===== config.mk =====
export PLATFORM = sky130hd
export DESIGN_NAME = spi_slave_flat
export DESIGN_NICKNAME = d
export VERILOG_FILES = /design/src/rtl/spi_slave_if.sv /design/src/rtl/spi_slave.sv /design/src/flat_wrapper.sv
export SDC_FILE = /design/constraint.sdc
export NUM_CORES = 1
export LEC_CHECK = 0
export BUFFER_PORTS_ARGS = -buffer_cell sky130_fd_sc_hd__buf_2
export CAP_MARGIN = 5
export CORE_UTILIZATION = 25
export CTS_CLUSTER_DIAMETER = 30
export DETAILED_ROUTE_END_ITERATION = 10
export GPL_TIMING_DRIVEN = 0
export REMOVE_ABC_BUFFERS = 1
export SLEW_MARGIN = 0
export SYNTH_ARGS = -nofsm -noshare
export SYNTH_HDL_FRONTEND = slang
export SYNTH_SLANG_ARGS = --single-unit

===== constraint.sdc =====
create_clock -name clk -period 1.5 [get_ports clk]
set_input_delay 0.3 -clock clk [delete_from_list [all_inputs] [get_ports clk]]
set_output_delay 0.3 -clock clk [all_outputs]
set_load 0.005 [all_outputs]

===== src/rtl/spi_slave_if.sv =====
// SPI pin group plus the byte-wide fabric handshake of the SPI responder.
// The slave modport is the responder's view; master is the bus/fabric driver's view.
interface spi_slave_if;
  logic       sclk;
  logic       ss_n;
  logic       mosi;
  logic       miso;
  logic       miso_tri;
  logic       read;
  logic [7:0] tx_data;
  logic       valid;
  logic [7:0] rx_data;
  logic       busy;

  modport slave (
    input  sclk, ss_n, mosi, tx_data,
    output miso, miso_tri, read, valid, rx_data, busy
  );

  modport master (
    output sclk, ss_n, mosi, tx_data,
    input  miso, miso_tri, read, valid, rx_data, busy
  );
endinterface


===== src/rtl/spi_slave.sv =====
// Oversampled full-duplex LSB-first SPI responder, 8-bit frames, all logic in the clk domain.
// Pin-to-event 2-3 clk; valid/read pulse one clk after the 8th sample; no backpressure, consumer must keep up.
module spi_slave #(
  parameter bit CPOL = 1'b0,
  parameter bit CPHA = 1'b0
) (
  input logic        clk,
  input logic        rst,
  spi_slave_if.slave bus
);

  typedef enum logic [1:0] {IDLE, LOAD, CAP, XFER} state_t;

  state_t     state_q, state_d;
  logic [2:0] sclk_q, ss_q, mosi_q;
  logic [2:0] bit_cnt_q, bit_cnt_d;
  logic [7:0] rx_shift_q, rx_shift_d;
  logic [7:0] tx_shift_q, tx_shift_d;
  logic [7:0] tx_buf_q, tx_buf_d;
  logic [7:0] rx_data_q, rx_data_d;
  logic       done_q, done_d;
  logic       valid_q, valid_d;
  logic       read_q, read_d;
  logic       cap_q, cap_d;

  logic sclk_edge, lead_ev, trail_ev, sample_ev, shift_ev;
  logic ss_fall, ss_rise;

  always_ff @(posedge clk) begin
    if (rst) begin
      sclk_q <= {3{CPOL}};
      ss_q   <= 3'b111;
      mosi_q <= 3'b000;
    end else begin
      sclk_q <= {sclk_q[1:0], bus.sclk};
      ss_q   <= {ss_q[1:0], bus.ss_n};
      mosi_q <= {mosi_q[1:0], bus.mosi};
    end
  end

  assign sclk_edge = sclk_q[1] ^ sclk_q[2];
  assign lead_ev   = sclk_edge && (sclk_q[1] != CPOL);
  assign trail_ev  = sclk_edge && (sclk_q[1] == CPOL);
  assign sample_ev = CPHA ? trail_ev : lead_ev;
  assign shift_ev  = CPHA ? lead_ev : trail_ev;
  assign ss_fall   = ss_q[2] & ~ss_q[1];
  assign ss_rise   = ~ss_q[2] & ss_q[1];

  always_ff @(posedge clk) begin
    if (rst) begin
      state_q    <= IDLE;
      bit_cnt_q  <= '0;
      rx_shift_q <= '0;
      tx_shift_q <= '0;
      tx_buf_q   <= '0;
      rx_data_q  <= '0;
      done_q     <= 1'b0;
      valid_q    <= 1'b0;
      read_q     <= 1'b0;
      cap_q      <= 1'b0;
    end else begin
      state_q    <= state_d;
      bit_cnt_q  <= bit_cnt_d;
      rx_shift_q <= rx_shift_d;
      tx_shift_q <= tx_shift_d;
      tx_buf_q   <= tx_buf_d;
      rx_data_q  <= rx_data_d;
      done_q     <= done_d;
      valid_q    <= valid_d;
      read_q     <= read_d;
      cap_q      <= cap_d;
    end
  end

  always_comb begin
    state_d    = state_q;
    bit_cnt_d  = bit_cnt_q;
    rx_shift_d = rx_shift_q;
    tx_shift_d = tx_shift_q;
    tx_buf_d   = cap_q ? bus.tx_data : tx_buf_q;
    rx_data_d  = rx_data_q;
    done_d     = 1'b0;
    valid_d    = done_q;
    read_d     = done_q;
    cap_d      = read_q;

    unique case (state_q)
      IDLE: begin
        if (ss_fall) begin
          state_d = LOAD;
          read_d  = 1'b1;
        end
      end
      LOAD: state_d = CAP;
      CAP: begin
        state_d = XFER;
        if (!CPHA) tx_shift_d = bus.tx_data;
      end
      XFER: begin
        // mosi stage 3 is one clk older than the detected edge, well inside the master's setup window
        if (sample_ev) begin
          rx_shift_d = {mosi_q[2], rx_shift_q[7:1]};
          bit_cnt_d  = bit_cnt_q + 3'd1;
          if (bit_cnt_q == 3'd7) begin
            rx_data_d = rx_shift_d;
            done_d    = 1'b1;
          end
        end
        // bit_cnt==0 on a shift edge marks a byte boundary in both phases
        if (shift_ev) begin
          tx_shift_d = (bit_cnt_q == 3'd0) ? tx_buf_q : {1'b0, tx_shift_q[7:1]};
        end
      end
      default: state_d = IDLE;
    endcase

    if (ss_rise) begin
      state_d    = IDLE;
      bit_cnt_d  = '0;
      rx_shift_d = '0;
      done_d     = 1'b0;
    end
  end

  assign bus.miso     = tx_shift_q[0];
  assign bus.miso_tri = ss_q[1];
  assign bus.busy     = ~ss_q[1];
  assign bus.read     = read_q;
  assign bus.valid    = valid_q;
  assign bus.rx_data  = rx_data_q;

endmodule


===== src/flat_wrapper.sv =====
// flat-port wrapper written by rule: the top's interface ports become plain ports
module spi_slave_flat 
#(
  parameter bit CPOL = 1'b0,
  parameter bit CPHA = 1'b0
)
  (clk, rst, bus_sclk, bus_ss_n, bus_mosi, bus_tx_data, bus_miso, bus_miso_tri, bus_read, bus_valid, bus_rx_data, bus_busy);
  spi_slave_if bus_i ();
  input logic clk;
  input logic rst;
  input wire logic [$bits(bus_i.sclk)-1:0] bus_sclk;
  input wire logic [$bits(bus_i.ss_n)-1:0] bus_ss_n;
  input wire logic [$bits(bus_i.mosi)-1:0] bus_mosi;
  input wire logic [$bits(bus_i.tx_data)-1:0] bus_tx_data;
  output wire logic [$bits(bus_i.miso)-1:0] bus_miso;
  output wire logic [$bits(bus_i.miso_tri)-1:0] bus_miso_tri;
  output wire logic [$bits(bus_i.read)-1:0] bus_read;
  output wire logic [$bits(bus_i.valid)-1:0] bus_valid;
  output wire logic [$bits(bus_i.rx_data)-1:0] bus_rx_data;
  output wire logic [$bits(bus_i.busy)-1:0] bus_busy;
  assign bus_i.sclk = bus_sclk;
  assign bus_i.ss_n = bus_ss_n;
  assign bus_i.mosi = bus_mosi;
  assign bus_i.tx_data = bus_tx_data;
  assign bus_miso = bus_i.miso;
  assign bus_miso_tri = bus_i.miso_tri;
  assign bus_read = bus_i.read;
  assign bus_valid = bus_i.valid;
  assign bus_rx_data = bus_i.rx_data;
  assign bus_busy = bus_i.busy;
  spi_slave #(.CPOL(CPOL), .CPHA(CPHA)) u_core (.clk(clk), .rst(rst), .bus(bus_i));
endmodule

== Word-level counts from Yosys, hierarchy flattened ==
Cells that the tools add are included.

* Multiplexer cells: 8
* Equality and inequality tests: 6
* Reduce and logical (&&, ||, !) cells: 12
* Bitwise gates (word level): 8
* Add/subtract/negate cells: 1

{| class="wikitable"
|+ Operators by type and width
! operator !! count
|-
| $mux 8 || 2
|-
| $pmux 8 s2 || 1
|-
| $pmux 2 s3 || 1
|-
| $reduce_and 2->1 || 3
|-
| $not 1->1 || 5
|-
| $eq 2x2->1 const B || 2
|-
| $ne 2x1->1 const B || 2
|-
| $reduce_or 4->1 || 1
|-
| $add 3x1->3 const B || 1
|-
| $eq 3x3->1 const B || 1
|-
| $logic_not 3->1 || 1
|-
| $mux 1 || 3
|-
| $reduce_and 3->1 || 1
|-
| $reduce_bool 3->1 || 1
|-
| $and 1x1->1 || 2
|-
| $eq 2x1->1 const B || 1
|-
| $logic_and 1x1->1 || 2
|-
| $logic_not 2->1 || 1
|-
| $mux 2 || 1
|-
| $reduce_bool 2->1 || 1
|-
| $reduce_or 2->1 || 1
|-
| $xor 1x1->1 || 1
|}

* Word-level logic and storage cells: 48
* Register bits after elaboration: 50
* Input port bits: 13

== Longest topological paths before layout ==
Gate-level depths: netlist of run 1.

* Word-level depth: 4
* Depth in mapped cells: 7
* Gate-level depth less buffers: 6

== Least setup slack after synthesis of run 1 ==
Ideal clock, no wire load.

* Path type: register -> register
* From: reg u_core.state_q[0]
* To: reg u_core.rx_data_q[6], in the netlist u_core.bus.rx_data[6]
* Buffers on the path: 2
* Clock period less this slack: 1.345 ns
* Cell stages (with the launch flop): 8
* Data required time: 1.381 ns
* Arrival time: 1.226 ns
* Setup time: 0.119 ns
* Slack: 0.155 ns
* Path through: dfxtp_1 -> ha_1 -> buf_4 -> nand3b_2 -> or2_1 -> buf_6 -> nand2_1 -> a21oi_1

* Longest elaborated chain between the ends: 2

{| class="wikitable"
|+ Ends and longest elaborated chain
! what !! line !! text
|-
| start: declaration || spi_slave.sv:14 || <nowiki>state_t state_q, state_d;</nowiki>
|-
| start signal: assignment || spi_slave.sv:62 || <nowiki>state_q <= state_d;</nowiki>
|-
| $eq 2x2->1 || spi_slave.sv:87 || <nowiki>unique case (state_q)</nowiki>
|-
| $reduce_and 3->1 (no line) || -- ||
|-
| end signal: assignment || spi_slave.sv:67 || <nowiki>rx_data_q <= rx_data_d;</nowiki>
|-
| end: declaration || spi_slave.sv:20 || <nowiki>logic [7:0] rx_data_q, rx_data_d;</nowiki>
|}

No other way between the ends.
A chain may end at the register's enable or synchronous reset.

== Worst setup path after layout of run 1 ==
* From: reg u_core.state_q[0]
* To: reg u_core.tx_shift_q[1]

* Longest elaborated chain between the ends: 3
* Elaborated cells on any way between the ends: 6
* Classes of those cells: eq/ne: 3; mux: 1; reduce/logical: 2

{| class="wikitable"
|+ Ends and longest elaborated chain
! what !! line !! text
|-
| $eq 2x2->1 || spi_slave.sv:87 ||
|-
| $ne 2x1->1 (no line) or $reduce_bool 2->1 (tied branches) || -- ||
|-
| $reduce_and 2->1 (no line) || -- ||
|-
| end signal: assignment || spi_slave.sv:65 || <nowiki>tx_shift_q <= tx_shift_d;</nowiki>
|-
| end: declaration || spi_slave.sv:18 || <nowiki>logic [7:0] tx_shift_q, tx_shift_d;</nowiki>
|}

Parallel ways exist; a longest one is shown, timed or not.

==> flow_summary.toml, run 1 <==
[timing]
finalWorstSetupSlack_ns = 0.0867
setup_viol_count_final = 0
fin_skew_ns = 0.00986
fmax_mhz = 708
hold_viol = 0
period_minus_slack_ns = 1.41
worst_slew_pin_slew_ns = 0.600
fin_crit_sh = 0.942
rsz0062_at_grt = "no"
drv_slew = 0
slew-limit-headroom = 0.600
fin_hold_ws_ns = 0.169
timing.setup.tns_ns = 0

[yosys]
synth_compound_area_frac = 0.103
synth_xor_area_frac = 0.00455
syn_area_mm2 = 0.00193
yosys.cell_types.count = 27
synthSimpleGateAreaFrac = 0.192
yosys.area.top_type_share = 0.509
yosys-top-cells-area = "dfxtp_1, mux2i_1, nand2_1"
synth.avg_cell_area_um2 = 9.49
synthMuxAreaShare = 0.0936
yosys_warnings = 0
syn_inst = 203
synthAdderAreaFrac = 0.0520
synth_seq_area_share = 0.509
synth.largest_area_cell = "dfxtp_1"
synth-seq-cells = 49
synth_top_family_by_area = "simple AND/OR/NAND/NOR gates"

[hold_path]
worstHoldEndpoint = "u_core.ss_q[0]"
min_path_type = "input port to flip-flop"
min_from = "bus_ss_n"
worstHoldPathCells = 2

[cells_and_area]
utilization = 0.312
drive_above_1_share = 0.235
final_cell_mix = "dfxtp_1, nand2_1, nor2_1, buf_2, mux2i_1"
nets = 251
syn_to_final_growth_pct = 18.8
layout_commonest_cell = "dfxtp_1"
antenna_cells = 0

[setup_path]
path_max_fanout = 9
r2r_end = "u_core.tx_shift_q[1]"
worst-path-buf-inv = 1
endpoint_kind = "flip-flop"
startpoint_type = "flip-flop"
r2r_cells = 5
reg2reg_from = "u_core.state_q[0]"
cp_cell_sequence = "ha_4 -> buf_4 -> o22ai_4 -> nor2_2 -> a22o_1"
crit_family = "compound AO/OA/AOI/OAI gates"
path_class = "flip-flop to flip-flop"
r2r_setup_slack_ns = 0.09
worstPathArrival_ns = 1.61
cp_slowest_cell = "dfxtp_2"
cp.required_ns = 1.70
cpPeakStageDelay_ns = 0.37

[global_route]
grt_max_degree = 32
grtUsageTotal = 0.0919
grt-ovfl-total = 0
antenna_found_initial = 0
grt_pass1_wl_um = 5780
grt_pass1_vias = 1268

[drt]
drt-total-wl_um = 3430
drc = 0
antenna_left = 0
first_pass_iters = 4
vias = 1363
routed_via_density = 4.14
drt_iter0_drc = 42
wl_per_cell_um = 10.4

[clock_tree]
clk_pin_slew_ns = 0.09
cts_root_buf = "clkbuf_8"
clk_latency_ns = 0.31
cts.sinks = 49
clockBufferDepth = 2
cts-htree-levels = 2
cts_tree = "built"
numCtsBuffers = 5

[floorplan]
io_pins = 26
die-area_mm2 = 0.00806
rows = 31
start_util = 0.263
fp.dieH_um = 89.8
coreArea_mm2 = 0.00733
die_width_um = 89.8

[outcome]
status = "finished, final reports clean"

[power]
peakVddDrop_v = 0.000544
powerDensity_mw_per_mm2 = 1090
leakage_nw = 0.980

[placed_design]
preCtsSetupSlack_ns = -0.789
portBuffers = 25
finalWeightedCongestion = 0.699
hpwl_um = 2240

[flow_run]
maxCapViolCount = 0
repair_timing:
item                       4_1_cts  5_1_grt
setup endpoints to repair       29       10
gates resized for setup          9        3
hold buffers                     0        0
cloned                           0        0
pin swaps                        1        1
setup buffers                    2        3
routing by layer:
metal | wire length [µm] | share of wire | up-vias | track usage
met3 | 154 | 0.045 | 6 | 0.0271
met1 | 1770 | 0.52 | 612 | 0.115
met4 | 82 | 0.024 | 0 | 0.0574
li1 | - | - | 719 | -
met5 | 0 | 0 | - | 0
met2 | 1430 | 0.42 | 26 | 0.138
final cells by class:
| class | count | area (µm²) |
|---|---|---|
| clock inverters | 2 | 16.3 |
| multi-input cells | 137 | 907 |
| repair buffers | 30 | 163 |
| fillers | 775 | 5040 |
| well taps | 99 | 124 |
| clock buffers | 5 | 68.8 |
| inverters | 7 | 26.3 |
| flip-flops and latches | 49 | 983 |
synth_stat cells:
library cell / count
a21oi_1: 8
inv_1: 7
nor2b_1: 9
or2_2: 3
o21bai_1: 2
dfxtp_1: 49
ha_1: 8
xnor2_1: 1
and2b_4: 1
nand2_1: 31
a22o_1: 7
nor2_2: 2
or2_1: 1
nand3_1: 1
a311oi_1: 1
o22ai_2: 1
buf_2: 7
buf_6: 1
nand2b_1: 3
nand3b_2: 1
a21oi_2: 1
nand2_2: 1
a211oi_1: 1
mux2i_1: 18
a31oi_1: 7
nor2_1: 29
buf_4: 2
through the flow:
step                area, µm²  power (mW)  cells
floorplan                1860        1.64    193
global placement         2110        1.72    317
detailed placement       2110        1.73    317
CTS                      2250        2.51    326
global route             2290        2.63    329
finish                   2290        2.48    329
where the power goes:
group | switching (mW) | internal, mW
Sequential | 0.0568 | 1.37
Clock | 0.437 | 0.322
Combinational | 0.158 | 0.143
worst register-to-register path, stage by stage (launching register included):
cell     delay (ns)
dfxtp_2        0.37
ha_4           0.18
buf_4          0.17
o22ai_4        0.21
nor2_2         0.11
a22o_1         0.27
worst max-delay path by stage:
| stage | cells past startpoint | endpoint | startpoint | slack, ns |
|---|---|---|---|---|
| 2_1_floorplan | 5 | u_core.bus.rx_data[0] | u_core.state_q[0] | -0.36 |
| 3_3_place_gp | 5 | u_core.bus.rx_data[4] | u_core.state_q[1] | -0.76 |
| 3_5_place_dp | 5 | u_core.bus.rx_data[5] | u_core.state_q[0] | -0.79 |
| 4_1_cts | 6 | u_core.tx_shift_q[4] | u_core.bit_cnt_q[0] | 0.03 |
| 5_1_grt | 5 | u_core.tx_shift_q[3] | u_core.state_q[0] | 0.005 |
| 6_report | 5 | u_core.tx_shift_q[1] | u_core.state_q[0] | 0.09 |
sequential cells by signal, indices dropped and copies added, names as in the netlist:
signal              cells
u_core.state_q          2
u_core.bus.valid        1
u_core.done_q           1
u_core.bus.rx_data      8
u_core.tx_shift_q       8
u_core.bit_cnt_q        3
u_core.rx_shift_q       7
u_core.mosi_q           3
u_core.ss_q             3
u_core.cap_q            1
u_core.sclk_q           3
u_core.tx_buf_q         8
u_core.bus.read         1
cell families (layout without fill, tap and decap cells):
family                   Yosys count  count (layout)
buffers and inverters             17              44
multiplexers                      18              18
AND/OR/NAND/NOR                   82              82
flip-flops                        49              49
AO/OA/AOI/OAI                     28              28
XOR/XNOR                           1               1
adder cells (fa/ha/maj)            8               8
No activity file was read; power rests on OpenSTA's default activity.
==> inputs of run 2 (changes only) <==
--- a/config.mk
+++ b/config.mk
@@ -5,6 +5,7 @@
 export SDC_FILE = /design/constraint.sdc
 export NUM_CORES = 1
 export LEC_CHECK = 0
+export ABC_AREA = 1
 export BUFFER_PORTS_ARGS = -buffer_cell sky130_fd_sc_hd__buf_2
 export CAP_MARGIN = 5
 export CORE_UTILIZATION = 25
==> flow_summary.toml, run 2 <==
[outcome]
status = "finished, final reports clean"

[drt]
antenna_left = 0
drc = 0
routed_via_density = 4.27
vias = 1745
wl_per_cell_um = 10.5
drt-total-wl_um = 4310
drt_iter0_drc = 68
first_pass_iters = 4

[placed_design]
dp_cells = 395
portBuffers = 25
finalWeightedCongestion = 0.725
hpwl_um = 2710
preCtsSetupSlack_ns = -0.604

[power]
powerDensity_mw_per_mm2 = 1270
leakage_nw = 1.10
peakVddDrop_v = 0.000512

[setup_path]
path_class = "flip-flop to flip-flop"
path_max_fanout = 9
endpoint_kind = "flip-flop"
startpoint_type = "flip-flop"
cp_cell_sequence = "ha_1 -> ha_1 -> nand2_4 -> nand2_1 -> a21oi_1"
cp_slowest_cell = "ha_1"
cp.required_ns = 1.68
crit_path_frequent_cell = "ha_1"
cpPeakStageDelay_ns = 0.41
worstPathArrival_ns = 1.55

[yosys]
netlist_top_cells_count = "nand2_1, dfxtp_1, inv_1, a21oi_1, nand3_1"
synth.largest_area_cell = "dfxtp_1"
yosys_warnings = 0
yosys.area.top_type_share = 0.464
synth_seq_area_share = 0.464
synth_most_common_cell = "nand2_1"
yosys.cell_types.count = 22
async_flop_share = 0
synth.avg_cell_area_um2 = 7.61
syn_area_mm2 = 0.00212
synth_edf_count = 0
syn_inst = 278
yosys-top-cells-area = "dfxtp_1, nand2_1, a21oi_1"
synth-seq-cells = 49
synthFlopType = "dfxtp_1"

[clock_tree]
cts_tree = "built"
clk_pin_slew_ns = 0.10
clk_latency_ns = 0.31
numCtsBuffers = 5
cts_hold_buf = 0
cts.sinks = 49
cts_root_buf = "clkbuf_8"
clockBufferDepth = 2
cts-htree-levels = 2

[timing]
timing.setup.tns_ns = 0
rsz0062_at_grt = "no"
fin_crit_sh = 0.909
finalWorstSetupSlack_ns = 0.137
fin_hold_ws_ns = 0.168
fin_skew_ns = 0.00582
fmax_mhz = 734
drv_slew = 0
worst_slew_pin_slew_ns = 0.600
setup_viol_count_final = 0
period_minus_slack_ns = 1.36
hold_viol = 0
slew-limit-headroom = 0.600

[floorplan]
coreArea_mm2 = 0.00822
die_width_um = 94.0
io_pins = 26
start_util = 0.257
rows = 33
die-area_mm2 = 0.00884
fp.dieH_um = 94.0

[cells_and_area]
utilization = 0.302
fin_cells = 409
final_cell_mix = "nand2_1, dfxtp_1, inv_1, a21oi_1, nand3_1"
syn_to_final_growth_pct = 17.1
antenna_cells = 0
fillers = 864
layout_commonest_cell = "nand2_1"
nets = 324
drive_above_1_share = 0.191

[global_route]
antenna_found_initial = 0
grt-ovfl-total = 0
grt_max_degree = 21
grt_pass1_wl_um = 6990
grtUsageTotal = 0.101
grt_pass1_vias = 1504

[hold_path]
min_path_type = "input port to flip-flop"

[flow_run]
maxCapViolCount = 0
-- run 2: changes by cell type after synthesis, moves of 3 or more --
cell,previous run,this run
o21ai_0,0,10
inv_1,7,40
a31oi_1,7,0
a21oi_1,8,38
nand2_1,31,51
nor2b_1,9,0
inv_2,0,3
mux2i_1,18,0
nand2b_1,3,0
nor2_1,29,22
nand3_1,1,30
a22o_1,7,0
-- run 2: logic make-up (layout without fill, tap and decap cells) --
group,after synthesis,count (layout),synth area share
AND/OR/NAND/NOR,112,113,0.240
AO/OA/AOI/OAI,53,53,0.131
adder cells (fa/ha/maj),8,8,0.0473
buffers and inverters,56,81,0.118
flip-flops,49,49,0.464
-- run 2: worst paths after layout --
kind / depth (start not counted) / end / start / slack, ns
worst max-delay path: 5 / u_core.bus.rx_data[2] / u_core.bit_cnt_q[1] / 0.14
worst min-delay path: 2 / u_core.ss_q[0] / bus_ss_n / 0.17
worst max register to register: 5 / u_core.bus.rx_data[2] / u_core.bit_cnt_q[1] / 0.14
worst min register to register: 2 / u_core.sclk_q[1] / u_core.sclk_q[0] / 0.41
-- run 2: per-layer routing --
metal | part of all wire | up-vias | routed length [µm] | global-route usage
met4 | 0.0083 | 0 | 36 | 0.0359
met1 | 0.49 | 771 | 2130 | 0.138
met5 | 0 | - | 0 | 0
li1 | - | 925 | - | -
met3 | 0.052 | 4 | 226 | 0.0283
met2 | 0.44 | 45 | 1920 | 0.153
-- run 2: power by group --
part | switching (mW) | internal, mW
Sequential | 0.0804 | 1.42
Clock | 0.479 | 0.512
Combinational | 0.378 | 0.269
-- run 2: what timing repair did --
item	CTS	global route
setup buffers	3	2
gates resized for setup	3	5
pin swaps	2	1
gates cloned	1	0
setup endpoints to repair	29	16
-- run 2: layout make-up --
cell class / count / area (µm²) / area share
well taps: 105 / 131 / 0.0530
inverters: 43 / 161 / 0.0651
clock buffers: 5 / 68.8 / 0.0278
multi-input cells: 174 / 921 / 0.372
flip-flops and latches: 49 / 983 / 0.397
repair buffers: 30 / 163 / 0.0656
clock inverters: 3 / 50.0 / 0.0202
-- run 2: metrics by stage --
| stage | total power [mW] | cell area (µm²) |
|---|---|---|
| 6_report | 3.14 | 2480 |
| 5_1_grt | 3.34 | 2480 |
| 3_3_place_gp | 2.10 | 2280 |
| 2_1_floorplan | 1.97 | 2030 |
| 3_5_place_dp | 2.11 | 2280 |
| 4_1_cts | 3.14 | 2450 |
-- run 2: worst max-delay path, delay by kind of cell, from the launching register on --
family                   cells  cell delay [ns]
adder cells (fa/ha/maj)      2             0.58
flip-flops                   1             0.37
AND/OR/NAND/NOR              2             0.25
AO/OA/AOI/OAI                1             0.06
